--- src/rtl/tone_sequencer.sv ---
// -----------------------------------------------------------------------------
// tone_sequencer
//   Passive-buzzer melody engine. Note commands (tone, duration) are queued in
//   a small FIFO through a valid/ready handshake and played back-to-back as
//   square waves on piano_out. Half-period terminal counts for every tone are
//   derived from CLK_HZ at elaboration.
//
// Ports
//   clk_in      system clock
//   rst_n_in    asynchronous reset, active-low
//   tone_en     play enable; low pauses playback (counters frozen, output 0)
//   clr         synchronous flush: empty FIFO, abort current note
//   note_valid  note command valid
//   note_ready  FIFO can accept a command (not full)
//   note_tone   0 = rest, 1..7 = L1..L7, 8..14 = M1..M7, 15..21 = H1..H7,
//               22..31 = rest
//   note_dur    note length in beats
//   piano_out   buzzer drive
//   busy        not IDLE, or FIFO non-empty
//   note_done   one-cycle pulse when a note (or zero-duration entry) retires
//   fifo_level  current FIFO occupancy
//
// Build option
//   NOTE_GAP_EN  when defined, GAP_CYCLES of silence follow every sounded note.
//
// States
//   IDLE | waiting for a FIFO entry while tone_en is high
//   PLAY | sounding (or resting) the loaded note
//   GAP  | silence between notes (NOTE_GAP_EN only)
// -----------------------------------------------------------------------------
module tone_sequencer #(
    parameter int CLK_HZ      = 12000000,
    parameter int BEAT_CYCLES = 750000,
    parameter int DUR_W       = 8,
    parameter int DEPTH       = 8,
    parameter int CNT_W       = 18,
    parameter int GAP_CYCLES  = 60000
) (
    input  logic                     clk_in,
    input  logic                     rst_n_in,
    input  logic                     tone_en,
    input  logic                     clr,
    input  logic                     note_valid,
    output logic                     note_ready,
    input  logic [4:0]               note_tone,
    input  logic [DUR_W-1:0]         note_dur,
    output logic                     piano_out,
    output logic                     busy,
    output logic                     note_done,
    output logic [$clog2(DEPTH):0]   fifo_level
);

    localparam int AW = $clog2(DEPTH);
    localparam int LW = AW + 1;
    localparam int BW = (BEAT_CYCLES > 1) ? $clog2(BEAT_CYCLES) : 1;
    localparam logic [BW-1:0] BEAT_LAST = BW'(BEAT_CYCLES - 1);

    if (DEPTH < 2 || (DEPTH & (DEPTH - 1)) != 0 || GAP_CYCLES < 0) begin : g_bad_params
        $error("tone_sequencer: DEPTH must be a power of 2 >= 2 and GAP_CYCLES >= 0");
    end

    // Frequencies in tenths of Hz; M and H octaves are the L values doubled
    // and quadrupled. Anything outside 1..21 is a rest.
    function automatic longint f10_of(input int idx);
        longint base;
        longint res;
        base = 0;
        res  = 0;
        if (idx >= 1 && idx <= 21) begin
            case ((idx - 1) % 7)
                0:       base = 2616;
                1:       base = 2937;
                2:       base = 3296;
                3:       base = 3492;
                4:       base = 3920;
                5:       base = 4400;
                default: base = 4939;
            endcase
            res = base << ((idx - 1) / 7);
        end
        return res;
    endfunction

    logic [CNT_W-1:0] tend_tab [32];
    logic [31:0]      rest_tab;

    for (genvar g = 0; g < 32; g++) begin : g_tend
        localparam longint F10  = f10_of(g);
        localparam longint TEND = (F10 == 0) ? 64'sd0 : (longint'(CLK_HZ) * 5) / F10 - 1;
        assign tend_tab[g] = TEND[CNT_W-1:0];
        assign rest_tab[g] = (F10 == 0);
    end

    typedef enum logic [1:0] {
        S_IDLE = 2'd0,
        S_PLAY = 2'd1,
        S_GAP  = 2'd2
    } state_t;

    state_t state_q, state_d;

    // FIFO storage and pointers
    logic [4:0]       mem_tone_q [DEPTH];
    logic [DUR_W-1:0] mem_dur_q  [DEPTH];
    logic [AW-1:0]    wr_ptr_q, rd_ptr_q;
    logic [LW-1:0]    count_q;

    // Playback datapath
    logic [CNT_W-1:0] tone_cnt_q, tone_cnt_d;
    logic [CNT_W-1:0] tend_q, tend_d;
    logic [BW-1:0]    beat_cnt_q, beat_cnt_d;
    logic [DUR_W-1:0] dur_rem_q, dur_rem_d;
    logic             rest_q, rest_d;
    logic             piano_q, piano_d;
    logic             done_q, done_d;

    logic             push, pop, load;
    logic             fifo_empty, head_ok;
    logic [4:0]       head_tone;
    logic [DUR_W-1:0] head_dur;
    logic             tone_wrap, beat_wrap, note_end;

    assign head_tone  = mem_tone_q[rd_ptr_q];
    assign head_dur   = mem_dur_q[rd_ptr_q];
    assign fifo_empty = (count_q == '0);
    // A zero-duration head is never loaded straight out of a note end; IDLE
    // retires it on the following edge so it still gets its own pulse.
    assign head_ok    = !fifo_empty && (head_dur != '0);
    assign push       = note_valid && note_ready && !clr;
    assign tone_wrap  = (tone_cnt_q == tend_q);
    assign beat_wrap  = (beat_cnt_q == BEAT_LAST);
    assign note_end   = (state_q == S_PLAY) && tone_en && beat_wrap
                        && (dur_rem_q == DUR_W'(1));

`ifdef NOTE_GAP_EN
    localparam int GW = (GAP_CYCLES > 1) ? $clog2(GAP_CYCLES + 1) : 1;
    localparam logic [GW-1:0] GAP_LAST = GW'(GAP_CYCLES - 1);
    logic [GW-1:0] gap_cnt_q, gap_cnt_d;
    logic          gap_end;
    assign gap_end = (state_q == S_GAP) && tone_en && (gap_cnt_q == GAP_LAST);
`endif

    // State register
    always_ff @(posedge clk_in or negedge rst_n_in) begin
        if (!rst_n_in) begin
            state_q <= S_IDLE;
        end else begin
            state_q <= state_d;
        end
    end

    // Next-state and FIFO pop / load decisions
    always_comb begin
        state_d = state_q;
        load    = 1'b0;
        pop     = 1'b0;
        done_d  = 1'b0;
        if (clr) begin
            state_d = S_IDLE;
        end else if (tone_en) begin
            case (state_q)
                S_IDLE: begin
                    if (!fifo_empty) begin
                        pop = 1'b1;
                        if (head_dur == '0) begin
                            done_d = 1'b1;
                        end else begin
                            load    = 1'b1;
                            state_d = S_PLAY;
                        end
                    end
                end
                S_PLAY: begin
                    if (note_end) begin
                        done_d = 1'b1;
`ifdef NOTE_GAP_EN
                        state_d = S_GAP;
`else
                        if (head_ok) begin
                            pop  = 1'b1;
                            load = 1'b1;
                        end else begin
                            state_d = S_IDLE;
                        end
`endif
                    end
                end
`ifdef NOTE_GAP_EN
                S_GAP: begin
                    if (gap_end) begin
                        if (head_ok) begin
                            pop     = 1'b1;
                            load    = 1'b1;
                            state_d = S_PLAY;
                        end else begin
                            state_d = S_IDLE;
                        end
                    end
                end
`endif
                default: state_d = S_IDLE;
            endcase
        end
    end

    // Outputs
    always_comb begin
        note_ready = (count_q != LW'(DEPTH));
        fifo_level = count_q;
        busy       = (state_q != S_IDLE) || !fifo_empty;
        // Pausing masks the output but keeps piano_q, so phase resumes intact.
        piano_out  = piano_q && tone_en;
        note_done  = done_q;
    end

    // Playback datapath next-state
    always_comb begin
        tone_cnt_d = tone_cnt_q;
        beat_cnt_d = beat_cnt_q;
        dur_rem_d  = dur_rem_q;
        tend_d     = tend_q;
        rest_d     = rest_q;
        piano_d    = piano_q;
        if (load) begin
            tone_cnt_d = '0;
            beat_cnt_d = '0;
            dur_rem_d  = head_dur;
            tend_d     = tend_tab[head_tone];
            rest_d     = rest_tab[head_tone];
            piano_d    = 1'b0;
        end else if (state_q == S_PLAY && tone_en) begin
            if (note_end) begin
                tone_cnt_d = '0;
                beat_cnt_d = '0;
                dur_rem_d  = '0;
                piano_d    = 1'b0;
            end else begin
                tone_cnt_d = tone_wrap ? '0 : tone_cnt_q + CNT_W'(1);
                if (tone_wrap && !rest_q) begin
                    piano_d = ~piano_q;
                end
                if (beat_wrap) begin
                    beat_cnt_d = '0;
                    dur_rem_d  = dur_rem_q - DUR_W'(1);
                end else begin
                    beat_cnt_d = beat_cnt_q + BW'(1);
                end
            end
        end
        if (clr) begin
            tone_cnt_d = '0;
            beat_cnt_d = '0;
            dur_rem_d  = '0;
            piano_d    = 1'b0;
        end
    end

`ifdef NOTE_GAP_EN
    always_comb begin
        gap_cnt_d = gap_cnt_q;
        if (clr || note_end || gap_end) begin
            gap_cnt_d = '0;
        end else if (state_q == S_GAP && tone_en) begin
            gap_cnt_d = gap_cnt_q + GW'(1);
        end
    end

    always_ff @(posedge clk_in or negedge rst_n_in) begin
        if (!rst_n_in) begin
            gap_cnt_q <= '0;
        end else begin
            gap_cnt_q <= gap_cnt_d;
        end
    end
`endif

    always_ff @(posedge clk_in or negedge rst_n_in) begin
        if (!rst_n_in) begin
            tone_cnt_q <= '0;
            beat_cnt_q <= '0;
            dur_rem_q  <= '0;
            tend_q     <= '0;
            rest_q     <= 1'b0;
            piano_q    <= 1'b0;
            done_q     <= 1'b0;
        end else begin
            tone_cnt_q <= tone_cnt_d;
            beat_cnt_q <= beat_cnt_d;
            dur_rem_q  <= dur_rem_d;
            tend_q     <= tend_d;
            rest_q     <= rest_d;
            piano_q    <= piano_d;
            done_q     <= done_d;
        end
    end

    // FIFO storage needs no reset; occupancy is tracked by count_q.
    always_ff @(posedge clk_in) begin
        if (push) begin
            mem_tone_q[wr_ptr_q] <= note_tone;
            mem_dur_q[wr_ptr_q]  <= note_dur;
        end
    end

    always_ff @(posedge clk_in or negedge rst_n_in) begin
        if (!rst_n_in) begin
            wr_ptr_q <= '0;
            rd_ptr_q <= '0;
            count_q  <= '0;
        end else if (clr) begin
            wr_ptr_q <= '0;
            rd_ptr_q <= '0;
            count_q  <= '0;
        end else begin
            if (push) begin
                wr_ptr_q <= wr_ptr_q + AW'(1);
            end
            if (pop) begin
                rd_ptr_q <= rd_ptr_q + AW'(1);
            end
            count_q <= count_q + LW'(push) - LW'(pop);
        end
    end

endmodule

--- config.mk ---
export PLATFORM = sky130hd
export DESIGN_NAME = tone_sequencer
export DESIGN_NICKNAME = d
export VERILOG_FILES = /design/src/rtl/tone_sequencer.sv
export SDC_FILE = /design/constraint.sdc
export NUM_CORES = 1
export LEC_CHECK = 0
export ABC_AREA = 1
export CAP_MARGIN = 15
export CELL_PAD_IN_SITES_DETAIL_PLACEMENT = 1
export CELL_PAD_IN_SITES_GLOBAL_PLACEMENT = 2
export CORE_UTILIZATION = 42
export DETAILED_ROUTE_END_ITERATION = 8
export PLACE_DENSITY = 0.93
export SLEW_MARGIN = 15
export SYNTH_ARGS = -nofsm -noshare
export SYNTH_HDL_FRONTEND = slang
export SYNTH_SLANG_ARGS = --single-unit
--- constraint.sdc ---
create_clock -name clk_in -period 8.9 [get_ports clk_in]
set_input_delay 1.335 -clock clk_in [delete_from_list [all_inputs] [get_ports clk_in]]
set_output_delay 1.335 -clock clk_in [all_outputs]
set_load 0.02 [all_outputs]
# Word level (Yosys, flattened, before mapping)
# Memory sizes are Yosys's and may differ from the RTL's. A register that Yosys moved wholly into a read port is not among the register bits.
# Cells that the tools add are included.
# word_totals
reg_bits,60
ramBits,104
romBits,608
out_inout_bits,8
memories,4
# memory_table
memory,words,word_bits,rd,rd_ports_with_merged_regs,wr,line,text
(name not given),32,18,1,1,0,228,tend_d = tend_tab[head_tone];
mem_dur_q,8,8,1,0,1,104,logic [DUR_W-1:0] mem_dur_q [DEPTH];
mem_tone_q,8,5,1,0,1,103,logic [4:0] mem_tone_q [DEPTH];
(name not given),32,1,1,1,0,229,rest_d = rest_tab[head_tone];
# op_classes
add_sub_neg,7
eq_ne,9
mux,51
bitwise_logic,2
n_reduce_logical,28
# op_table
cell,count
two-way mux 20 bit,5
two-way mux 18 bit,5
two-way mux 8 bit,5
two-way mux 1 bit,21
"adder 20 x 1 -> 20 bit, second input constant",1
"== test 20 bit, second input constant",1
"adder 18 x 1 -> 18 bit, second input constant",1
== test 18 bit,1
two-way mux 2 bit,6
two-way mux 3 bit,4
"!= test 3 bit, second input constant",4
"== test 8 x 1 -> 1 bit, second input constant",1
logical AND 1 bit,8
zero test 8 bit,1
nonzero test 2 bit,4
nonzero test 4 bit,2
nonzero test 8 bit,1
"subtractor 8 x 1 -> 8 bit, second input constant",1
"adder 3 x 1 -> 3 bit, second input constant",2
NOT 5 -> 6 bit,1
case mux 1 bit (2 select lines),3
zero test 1 bit,5
AND reduction 5 bit,1
adder 4 x 1 -> 4 bit,1
11 further kinds,12

# Longest topological paths before layout
# Gate-level depths: netlist of run 1.
# logic_depth
depth_word,10
depth_mapped,22

# Worst setup path after synthesis of run 1
# No wires, ideal clock.
# synth_timing
path_type,input to register
startpoint,input port tone_en
endpoint,"register count_q[2], in the netlist fifo_level[2]"
setup_ps,133
t_arrival_ps,3330
t_required_ps,8767
slack_ps,5437
cell_stages,14
path_cell_list,nand2_1 -> inv_1 -> nand4_1 -> clkinv_1 -> nand3_1 -> nand2_1 -> nand2_2 -> nor2_2 -> ha_1 -> inv_1 -> ha_1 -> fa_1 -> xnor2_1 -> nor2_1
# synth_via
elab_chain_len,9
# synth_rtl
element,line,text
from (decl),41,"input logic tone_en,"
logical AND 1 bit (2 in series),132,assign note_end = (state_q == S_PLAY) && tone_en && beat_wrap
logical AND 1 bit,133,&& (dur_rem_q == DUR_W'(1));
two-way mux 1 bit,174,if (note_end) begin
case mux 1 bit (2 select lines),161,case (state_q)
two-way mux 1 bit (*),160,end else if (tone_en) begin
two-way mux 1 bit (*),158,if (clr) begin
subtractor 4 x 1 -> 4 bit (*),321,count_q <= count_q + LW'(push) - LW'(pop);
two-way mux 4 bit (*),310,end else if (clr) begin
to (signal assigned),321,
to (decl),106,logic [LW-1:0] count_q;
# Mark *: on every way between the ends. The rest lies on a longest branch, timed or not.
# A chain may end at the register's enable or synchronous reset.

# Worst setup path after layout of run 1
# layout_timing
startpoint,input port tone_en
endpoint,"register count_q[3], in the netlist fifo_level[3]"
# Same word-level chain as after synthesis.

==> results of run 1 <==
-- metal layers --
layer  global-route usage, %  wire length [um]  up-vias  share of wire (%)
li1                        -                 -     3772                  -
met5                       0                 0        -                  0
met3                   2.702               490       19                1.9
met2                   40.05             12910       95                 51
met1                   28.25             11550     3817                 46
met4                   6.176               263        0                1.0
-- logic make-up (layout without fill, tap and decap cells) --
group | count (synthesis) | after routing | share of synthesized area [%]
flip-flops | 179 | 179 | 50.87
AO/OA/AOI/OAI | 124 | 124 | 7.192
AND/OR/NAND/NOR | 587 | 587 | 26.35
adder cells (fa/ha/maj) | 22 | 22 | 2.877
XOR/XNOR | 44 | 44 | 3.921
buffers and inverters | 194 | 208 | 8.796
-- worst min-delay path by stage --
| stage | from | slack (ns) | to |
|---|---|---|---|
| after floorplan | tend_q[11]$_DFFE_PN0P_ | 0.47 | tend_q[11]$_DFFE_PN0P_ |
| after global placement | tend_q[0]$_DFFE_PN0P_ | 0.49 | tend_q[0]$_DFFE_PN0P_ |
| after detailed placement | tend_q[0]$_DFFE_PN0P_ | 0.49 | tend_q[0]$_DFFE_PN0P_ |
| after CTS | tend_q[0]$_DFFE_PN0P_ | 0.51 | tend_q[0]$_DFFE_PN0P_ |
| after global routing | tend_q[7]$_DFFE_PN0P_ | 0.53 | tend_q[7]$_DFFE_PN0P_ |
| final | tend_q[13]$_DFFE_PN0P_ | 0.51 | tend_q[13]$_DFFE_PN0P_ |
-- area by class of cell --
class	instances	area [um2]	share of cell area, %
Sequential cell	179	5001	46.29
Multi-Input combinational cell	777	3978	36.82
Inverter	145	549.3	5.085
Clock buffer	17	425.4	3.938
Tap cell	313	391.6	3.625
Timing Repair Buffer	32	300.3	2.780
Clock inverter	14	157.7	1.459
-- Yosys cell counts, drive strengths merged, types with 12 or more instances --
master,count
inv,144
edfxtp,104
nand3,102
dfrtp,75
nand4,42
xnor2,16
buf,39
nand2,298
xor2,28
ha,21
o21ai,96
a21oi,12
nor3,22
nor2,105
-- cells in the final DEF (no fill, tap or decap), types with 11 or more instances in the layout --
cell and instances:
o21ai_0 42, nor3_1 21, inv_1 140, a21oi_1 11
o21ai_1 42, o21ai_2 12, xnor2_1 16, nor2_1 93
nand3_1 101, nand2_1 292, xor2_1 28, clkbuf_16 17
edfxtp_1 104, nand4_1 42, ha_1 21, clkdlybuf4s50_1 24
dfrtp_1 74
-- worst reg2reg max path, cell delays in order, from the launching register on --
cell and delay, ns:
dfrtp_2 0.35, buf_4 0.49, inv_6 0.33, nand2_1 0.15, nand3_1 0.07, nand3_1 0.11
nand2_1 0.13, nand2_1 0.11, nor2_2 0.07, nand2_4 0.10, nand3_4 0.43, nor2_2 0.92
nand2_1 0.11, nand2_1 0.10, nand3_1 0.07, nand2_1 0.11
-- state kept, by name, summed over array words and instances (netlist names) --
signal and flops:
wr_ptr_q 3, rest_q 1, state_q 1, note_done 1, mem_tone_q 40, fifo_level 4, rd_ptr_q 3, tone_cnt_q 18
tend_q 15, beat_cnt_q 20, piano_q 1, dur_rem_q 8, mem_dur_q 64
-- per-stage QoR --
step | hold slack (ns) | cell area (um2)
2_1_floorplan | 0.4680 | 9829
3_3_place_gp | 0.4883 | 10220
3_5_place_dp | 0.4920 | 10220
4_1_cts | 0.5111 | 10800
5_1_grt | 0.5263 | 10800
6_report | 0.5080 | 10800
-- power breakdown --
part | switching (uW) | internal, uW | leakage (uW)
combinational | 642 | 305 | 0.00237
sequential | 67.4 | 962 | 0.00195
clock | 371 | 377 | 0.000286
==> results_dict.tcl, run 1 <==
set metrics [dict create \
    path_cells "clkdlybuf4s50_1 > nand2_1 > inv_1 > nand4_1 > clkinv_1 > nand3_1 > nand2_1 > nand2_2 > nor2_2 > ha_1 > inv_1 > ha_1 > a21o_1 > a21oi_1 > o21ai_0 > a21oi_1" \
    r2r_cells 15 \
    cts_buffers 17 \
    clock_sinks 179 \
    antenna_cells 0 \
    rr_startpoint "rd_ptr_q[0]$_DFFE_PN0P_" \
    rows 55 \
    cts_hold_buffers 0 \
    cts_setup_buffers 0 \
    drive_gt1_share_pct 6.959 \
    drt_pre_antenna_iters 4 \
    synth_seq_cells 179 \
    crit_family "buffers and inverters" \
    antenna_found_initial 0 \
    dp.final_hpwl_mm 16.81 \
    cp_num_buf_inv 4 \
    grt_usage_pct 22.32 \
    syn_nets 1190 \
    critPathMaxStageDelay_ns 0.64 \
    grt_remaining_overflow 0 \
    hp-class "reg2reg" \
    critPathLaunch "tone_en" \
    stdcell_count 1477 \
    wire_per_inst_um 17.07 \
    placed_cells 1446 \
    avgViaCountPerCell 5.215 \
    port_buffers 25 \
    setup_viol 0 \
    synthArstFlopShare_pct 41.90 \
    cp_slowest_cell "inv_1" \
    die_w_um 155.0 \
    clkTransAtPathRegs_ns 0.07 \
    nets 1192 \
    syn_area_per_cell_um2 8.547 \
    vdd_drop_max_v 0.0001228 \
    clock_path_buffers 2 \
    maxSlewViolCount 0 \
    path_depth 16 \
    path_class "in2reg" \
    rrSetupSlack_ns 5.19 \
    wirelength_mm 25.21 \
    die_height_um 155.0 \
    n_fill_cell 2695 \
    synthesis.area_mm2 0.009829 \
    place_congestion 0.8340 \
    hold_violations 0 \
    finClkSkew_ns 0.02296 \
    rsz0062_at_grt "false" \
    startpoint_type "input pin" \
    ant_nets 0 \
    yosysTopAreaCell "edfxtp_1" \
    finalSetupTns_ns 0 \
    area_growth_pct 9.904 \
    ys_warn_count 0 \
    timing.final.crit_share_pct 51.23 \
    crit_arrival_ns 4.92 \
    drt_iter0_drc 354 \
    min_path_cells 2 \
    power_density_mw_per_mm2 252.2 \
    setup_ws_ns 4.340 \
    r2r_end "dur_rem_q[0]$_DFFE_PN0P_" \
    grt_max_degree 56 \
    outcome "completed" \
    maxCapViolCount 0 \
    synth_edf_count 104 \
    insertion_delay_ns 0.44 \
    crit_fanout 23 \
    tightest_slew_ns 1.063 \
    final_util_pct 47.43 \
    grt_pass1_wl_mm 42.31 \
    fp.coreArea_mm2 0.02278 \
    route.vias.total 7703 \
    ys_seq_area_share_pct 50.87 \
    cts_root_buffer "clkbuf_16" \
    end_kind "register" \
    drc 0 \
    die_area_mm2 0.02402 \
    post-route-min-period_ns 4.560 \
    cts-resized-gates 0 \
    synthCells 1150 \
    synth.distinct_cells 42 \
    synth_top_cell_area_share_pct 31.77 \
    cts_tree "yes" \
    initial_core_util_pct 43.15 \
    grt_pass1_vias 8274 \
    slew_headroom_pct 29.05 \
    worstSetupEndpoint "fifo_level[3]$_DFF_PN0_" \
    power.total_uw 2725 \
    htree_levels 4 \
    io_pins 26 \
    synth.area.top_cells "edfxtp_1 32%, dfrtp_1 19%, nand2_1 11%, inv_1 5.3%, nand3_1 5.1%" \
    p_leak_uw 0.004604 \
    cp.required_ns 9.26 \
    ys.flop_type "edfxtp_1" \
    max_freq_ghz 0.2193 \
    post-place-ws_ns 3.907 \
]
No activity file was read; power rests on OpenSTA's default activity.
==> inputs of run 2 (changes only) <==
Settings changed: CORE_UTILIZATION 42 to 39, PLACE_DENSITY 0.93 to 0.87.
Clock period 8.9 ns to 4.8 ns, I/O delays scaled along.
==> results_dict.tcl, run 2 (synthesis gave the netlist of run 1 again) <==
set metrics [dict create \
    outcome "completed" \
    maxSlewViolCount 0 \
    power_density_mw_per_mm2 467.8 \
    max_freq_ghz 0.2798 \
    tightest_slew_ns 1.038 \
    cts_tree "yes" \
    r2r_cells 18 \
    stdcell_count 1499 \
    cts-resized-gates 0 \
    cp.required_ns 5.11 \
    crit_arrival_ns 3.88 \
    cts_setup_buffers 0 \
    startpoint_type "register" \
    port_buffers 25 \
    grt_max_degree 76 \
    r2r_end "fifo_level[2]$_DFF_PN0_" \
    cts_buffers 17 \
    drc 0 \
    cts_root_buffer "clkbuf_16" \
    drt_iter0_drc 410 \
    initial_core_util_pct 40.07 \
    cp_slowest_cell "dfrtp_2" \
    antenna_found_initial 0 \
    dp.final_hpwl_mm 16.74 \
    area_growth_pct 10.87 \
    clock_sinks 179 \
    rsz0062_at_grt "false" \
    hold_violations 0 \
    top_regs "mem_dur_q x64, mem_tone_q x40, beat_cnt_q x20" \
    insertion_delay_ns 0.45 \
    clkTransAtPathRegs_ns 0.09 \
    switching_share_pct 39.81 \
    nets 1202 \
    intPower_uw 3068 \
    die_w_um 160.8 \
    final_common_cell "nand2_1" \
    place_congestion 0.8071 \
    clkPwrFrac_pct 28.0 \
    grtUsageMet3_pct 2.970 \
    seqPwrFrac_pct 37.8 \
    hp-class "in2async" \
    clock_path_buffers 2 \
    grtUsageMet2_pct 37.03 \
    wire_per_inst_um 16.82 \
    power.total_uw 5098 \
    path_cells "buf_4 > nand2_1 > nand3_1 > nand3_1 > nand2_1 > nand2_1 > nor2_2 > nand2_4 > nand3_1 > nand2_1 > nand2_2 > nor2_2 > ha_1 > inv_1 > ha_1 > fa_1 > xnor2_1 > nor2_1" \
    grt_pass1_vias 8142 \
    cts_hold_buffers 0 \
    drive_gt1_share_pct 7.404 \
    setup_viol 0 \
    crit_fanout 29 \
    htree_levels 4 \
    wirelength_mm 25.21 \
    n_fill_cell 2923 \
    crit_family "simple AND/OR/NAND/NOR gates" \
    grt_remaining_overflow 0 \
    p_leak_uw 0.004661 \
    rrSetupSlack_ns 1.23 \
    largest_register_ffs 64 \
    maxCapViolCount 0 \
    die_area_mm2 0.02584 \
    critPathMaxStageDelay_ns 0.72 \
    route.vias.total 7660 \
    rr_startpoint "rd_ptr_q[0]$_DFFE_PN0P_" \
    final_cell_mix "292 x nand2_1, 140 x inv_1, 104 x edfxtp_1, 101 x nand3_1, 97 x nor2_1" \
    slew_headroom_pct 30.82 \
    p_sw_uw 2029 \
    grt_busiest_layer "met2" \
    grt_usage_pct 20.88 \
    critPathMostFrequentCell "nand2_1" \
    timing.final.crit_share_pct 74.47 \
    grt_pass1_wl_mm 42.69 \
    finalSetupTns_ns 0 \
    path_class "reg2reg" \
    placed_cells 1467 \
    fp.coreArea_mm2 0.02453 \
    use_met1_pct 26.66 \
    avgViaCountPerCell 5.110 \
    finClkSkew_ns 0.02241 \
    drt_pre_antenna_iters 4 \
    largest-register "mem_dur_q" \
    combPwrFrac_pct 34.2 \
    ant_nets 0 \
    end_kind "register" \
    cp_num_buf_inv 2 \
    vdd_drop_max_v 0.0002284 \
    die_height_um 160.8 \
    post-route-min-period_ns 3.575 \
    antenna_cells 0 \
    io_pins 26 \
    rows 57 \
]
## run 2: metal layers
metal  wire length (um)  vias to the layer above  share of wire [%]
li1                   -                     3812                  -
met4                268                        0                1.1
met3                486                       22                1.9
met2              12610                       65                 50
met5                  0                        -                  0
met1              11840                     3761                 47
## run 2: worst max-delay path by stage
| stage | startpoint | to | slack (ns) | cells past startpoint |
|---|---|---|---|---|
| 3_5_place_dp | tone_en | fifo_level[2]$_DFF_PN0_ | 1.10 | 15 |
| 5_1_grt | rd_ptr_q[0]$_DFFE_PN0P_ | tone_cnt_q[3]$_DFFE_PN0P_ | 0.90 | 14 |
| 6_report | rd_ptr_q[0]$_DFFE_PN0P_ | fifo_level[2]$_DFF_PN0_ | 1.23 | 18 |
| 3_3_place_gp | tone_en | fifo_level[2]$_DFF_PN0_ | 1.22 | 15 |
| 4_1_cts | rd_ptr_q[0]$_DFFE_PN0P_ | fifo_level[2]$_DFF_PN0_ | 1.19 | 18 |
| 2_1_floorplan | beat_cnt_q[0]$_DFFE_PN0P_ | fifo_level[1]$_DFF_PN0_ | 1.89 | 17 |
## run 2: area by class of cell
class	count	area, um2	area share (%)
Tap cell	324	405.4	3.720
Inverter	145	549.3	5.040
Clock inverter	15	173.9	1.596
Multi-Input combinational cell	777	3968	36.41
Clock buffer	17	425.4	3.904
Sequential cell	179	5001	45.89
Timing Repair Buffer	42	375.4	3.444
## run 2: through the flow
stage / worst slack [ns] / hold WS, ns / instance area (um2) / utilization, %
after CTS: 1.191 / 0.5094 / 10900 / 44.42
after global placement: 1.224 / 0.4869 / 10300 / 41.98
after floorplan: 1.887 / 0.4244 / 9829 / -
final: 1.225 / 0.4481 / 10900 / 44.42
after global routing: 0.8962 / 0.5496 / 10900 / 44.42
after detailed placement: 1.099 / 0.4879 / 10300 / 41.98
## run 2: power groups by stage
stage	registers (uW)	logic (uW)	clock network (uW)
6_report	1930	1740	1420
5_1_grt	1950	2000	1500
4_1_cts	1930	1770	1460
3_5_place_dp	1960	1750	0
3_3_place_gp	1960	1720	0
2_1_floorplan	1910	1370	0
==> inputs of run 3 (changes only) <==
Clock period 4.8 ns to 3.3 ns, I/O delays scaled along.
==> results_dict.tcl, run 3 (synthesis gave the netlist of run 1 again) <==
set metrics [dict create \
    finalSetupTns_ns 0 \
    drt_pre_antenna_iters 4 \
    cts_tree "yes" \
    htree_levels 4 \
    cts_hold_buffers 0 \
    grt_pass1_vias 8053 \
    switching_share_pct 39.11 \
    slew_headroom_pct 31.35 \
    antenna_found_initial 0 \
    die_w_um 160.8 \
    finClkSkew_ns 0.01693 \
    combPwrFrac_pct 36.2 \
    cts_buffers 17 \
    clkTransAtPathRegs_ns 0.07 \
    intPower_uw 4570 \
    cts_root_buffer "clkbuf_16" \
    wire_per_inst_um 16.60 \
    maxSlewViolCount 0 \
    final_util_pct 45.38 \
    setup_viol 0 \
    area_growth_pct 13.28 \
    antenna_cells 0 \
    post-route-min-period_ns 3.021 \
    crit_fanout 21 \
    max_freq_ghz 0.3311 \
    path_class "reg2reg" \
    fin_hold_ws_ns 0.2223 \
    power_density_mw_per_mm2 674.1 \
    place_congestion 0.8220 \
    p_sw_uw 2935 \
    avgViaCountPerCell 5.043 \
    clkPwrFrac_pct 27.0 \
    critPathMostFrequentCell "nand2_1" \
    maxCapViolCount 0 \
    startpoint_type "register" \
    hold_violations 0 \
    crit_arrival_ns 3.35 \
    cp.required_ns 3.63 \
    seqPwrFrac_pct 36.8 \
    wirelength_mm 25.35 \
    drive_gt1_share_pct 9.476 \
    postPlaceCellArea_mm2 0.01050 \
    grt_usage_pct 20.60 \
    hp-class "in2async" \
    clock_sinks 179 \
    timing.final.crit_share_pct 91.53 \
    outcome "completed" \
    grt_pass1_wl_mm 42.14 \
    cp_slowest_cell "dfrtp_2" \
    port_buffers 25 \
    fp.coreArea_mm2 0.02453 \
    drt_iter0_drc 381 \
    top_regs "mem_dur_q x64, mem_tone_q x40, beat_cnt_q x20" \
    initial_core_util_pct 40.07 \
    dp.final_hpwl_mm 17.48 \
    rows 57 \
    p_leak_uw 0.004798 \
    route.vias.total 7701 \
    clock_path_buffers 2 \
    largest_register_ffs 64 \
    largest-register "mem_dur_q" \
    post-place-ws_ns 0.2122 \
    end_kind "register" \
    path_cells "buf_2 > inv_8 > nand2_1 > nand3_1 > nand3_1 > nand2_1 > nand2_1 > nor2_4 > nand2_4 > nand3_1 > nand2_1 > nand2_2 > nor2_2 > ha_1 > inv_1 > ha_1 > fa_1 > xnor2_1 > nor2_1" \
    drc 0 \
    fin_area_mm2 0.01113 \
    ant_nets 0 \
    die_height_um 160.8 \
    critPathMaxStageDelay_ns 0.46 \
    vdd_drop_max_v 0.0003770 \
    die_area_mm2 0.02584 \
    rsz0062_at_grt "false" \
    setup_ws_ns 0.2794 \
    grt_remaining_overflow 0 \
    nets 1230 \
    tightest_slew_ns 1.030 \
    insertion_delay_ns 0.44 \
    grt_max_degree 76 \
    io_pins 26 \
    final_cell_mix "292 x nand2_1, 140 x inv_1, 104 x edfxtp_1, 101 x nand3_1, 98 x nor2_1" \
    final_common_cell "nand2_1" \
]
## run 3: cell count changes in the layout (fill, tap and decap cells not counted), moves of 2 or more
cell,delta
buf_12,+2
clkinvlp_4,+2
nor2_4,+2
clkinv_8,-3
buf_6,+2
nor2_2,-3
buf_4,+22
inv_6,-3
inv_8,+3
## run 3: layout make-up
class / instances / area, um2
fill: 2926 / 13400
sequential: 179 / 5001
multi-input combinational: 777 / 3975
timing repair buffer: 69 / 608.1
inverter: 145 / 556.8
clock buffer: 19 / 442.9
tap: 324 / 405.4
clock inverter: 13 / 133.9
timing repair inverter: 1 / 11.26
## run 3: path summary, 6_finish.rpt
check                                   startpoint                         end  slack (ns)  cells after the start
setup / recovery           rd_ptr_q[0]$_DFFE_PN0P_     fifo_level[2]$_DFF_PN0_        0.28                     19
hold / removal                            rst_n_in  tone_cnt_q[12]$_DFFE_PN0P_        0.22                      1
setup reg to reg           rd_ptr_q[0]$_DFFE_PN0P_     fifo_level[2]$_DFF_PN0_        0.28                     19
hold reg to reg             tend_q[11]$_DFFE_PN0P_      tend_q[11]$_DFFE_PN0P_        0.51                      2
max in group asynchronous                 rst_n_in     rd_ptr_q[0]$_DFFE_PN0P_        2.34                      1
min in group clk_in         tend_q[11]$_DFFE_PN0P_      tend_q[11]$_DFFE_PN0P_        0.51                      2
## run 3: worst max-delay path, delay by kind of cell, from the launching register on
family        cells  cell delay [ns]
flops             1             0.46
simple gates     12             1.03
buf+inv           3             0.37
xor+xnor          1             0.16
fa+ha+maj         3             0.85
## run 3: power groups by stage
stage                     Combinational [uW]  Clock [uW]  Sequential [uW]
after floorplan                         1990           0             2780
after global placement                  2630           0             2810
after detailed placement                2660           0             2820
after CTS                               2680        2060             2770
after global routing                    3080        2130             2790
final                                   2710        2030             2760
## run 3: through the flow
step	std cells	power, uW
after floorplan	1150	4771
after global placement	1492	5439
after detailed placement	1492	5475
after CTS	1524	7514
after global routing	1527	8009
final	1527	7506
## run 3: layer usage
layer  track usage (%)  share of wire [%]  up-vias
li1                  -                  -     3864
met4             5.489                1.7        0
met1             26.79                 47     3721
met5                 0                  0        -
met3             3.151                2.1       34
met2             35.67                 49       82
## run 3: repair_timing
item                                    4_1_cts  5_1_grt
endpoints found under the setup margin        0        2
resized for setup                             0        7
buffers inserted                              0        2
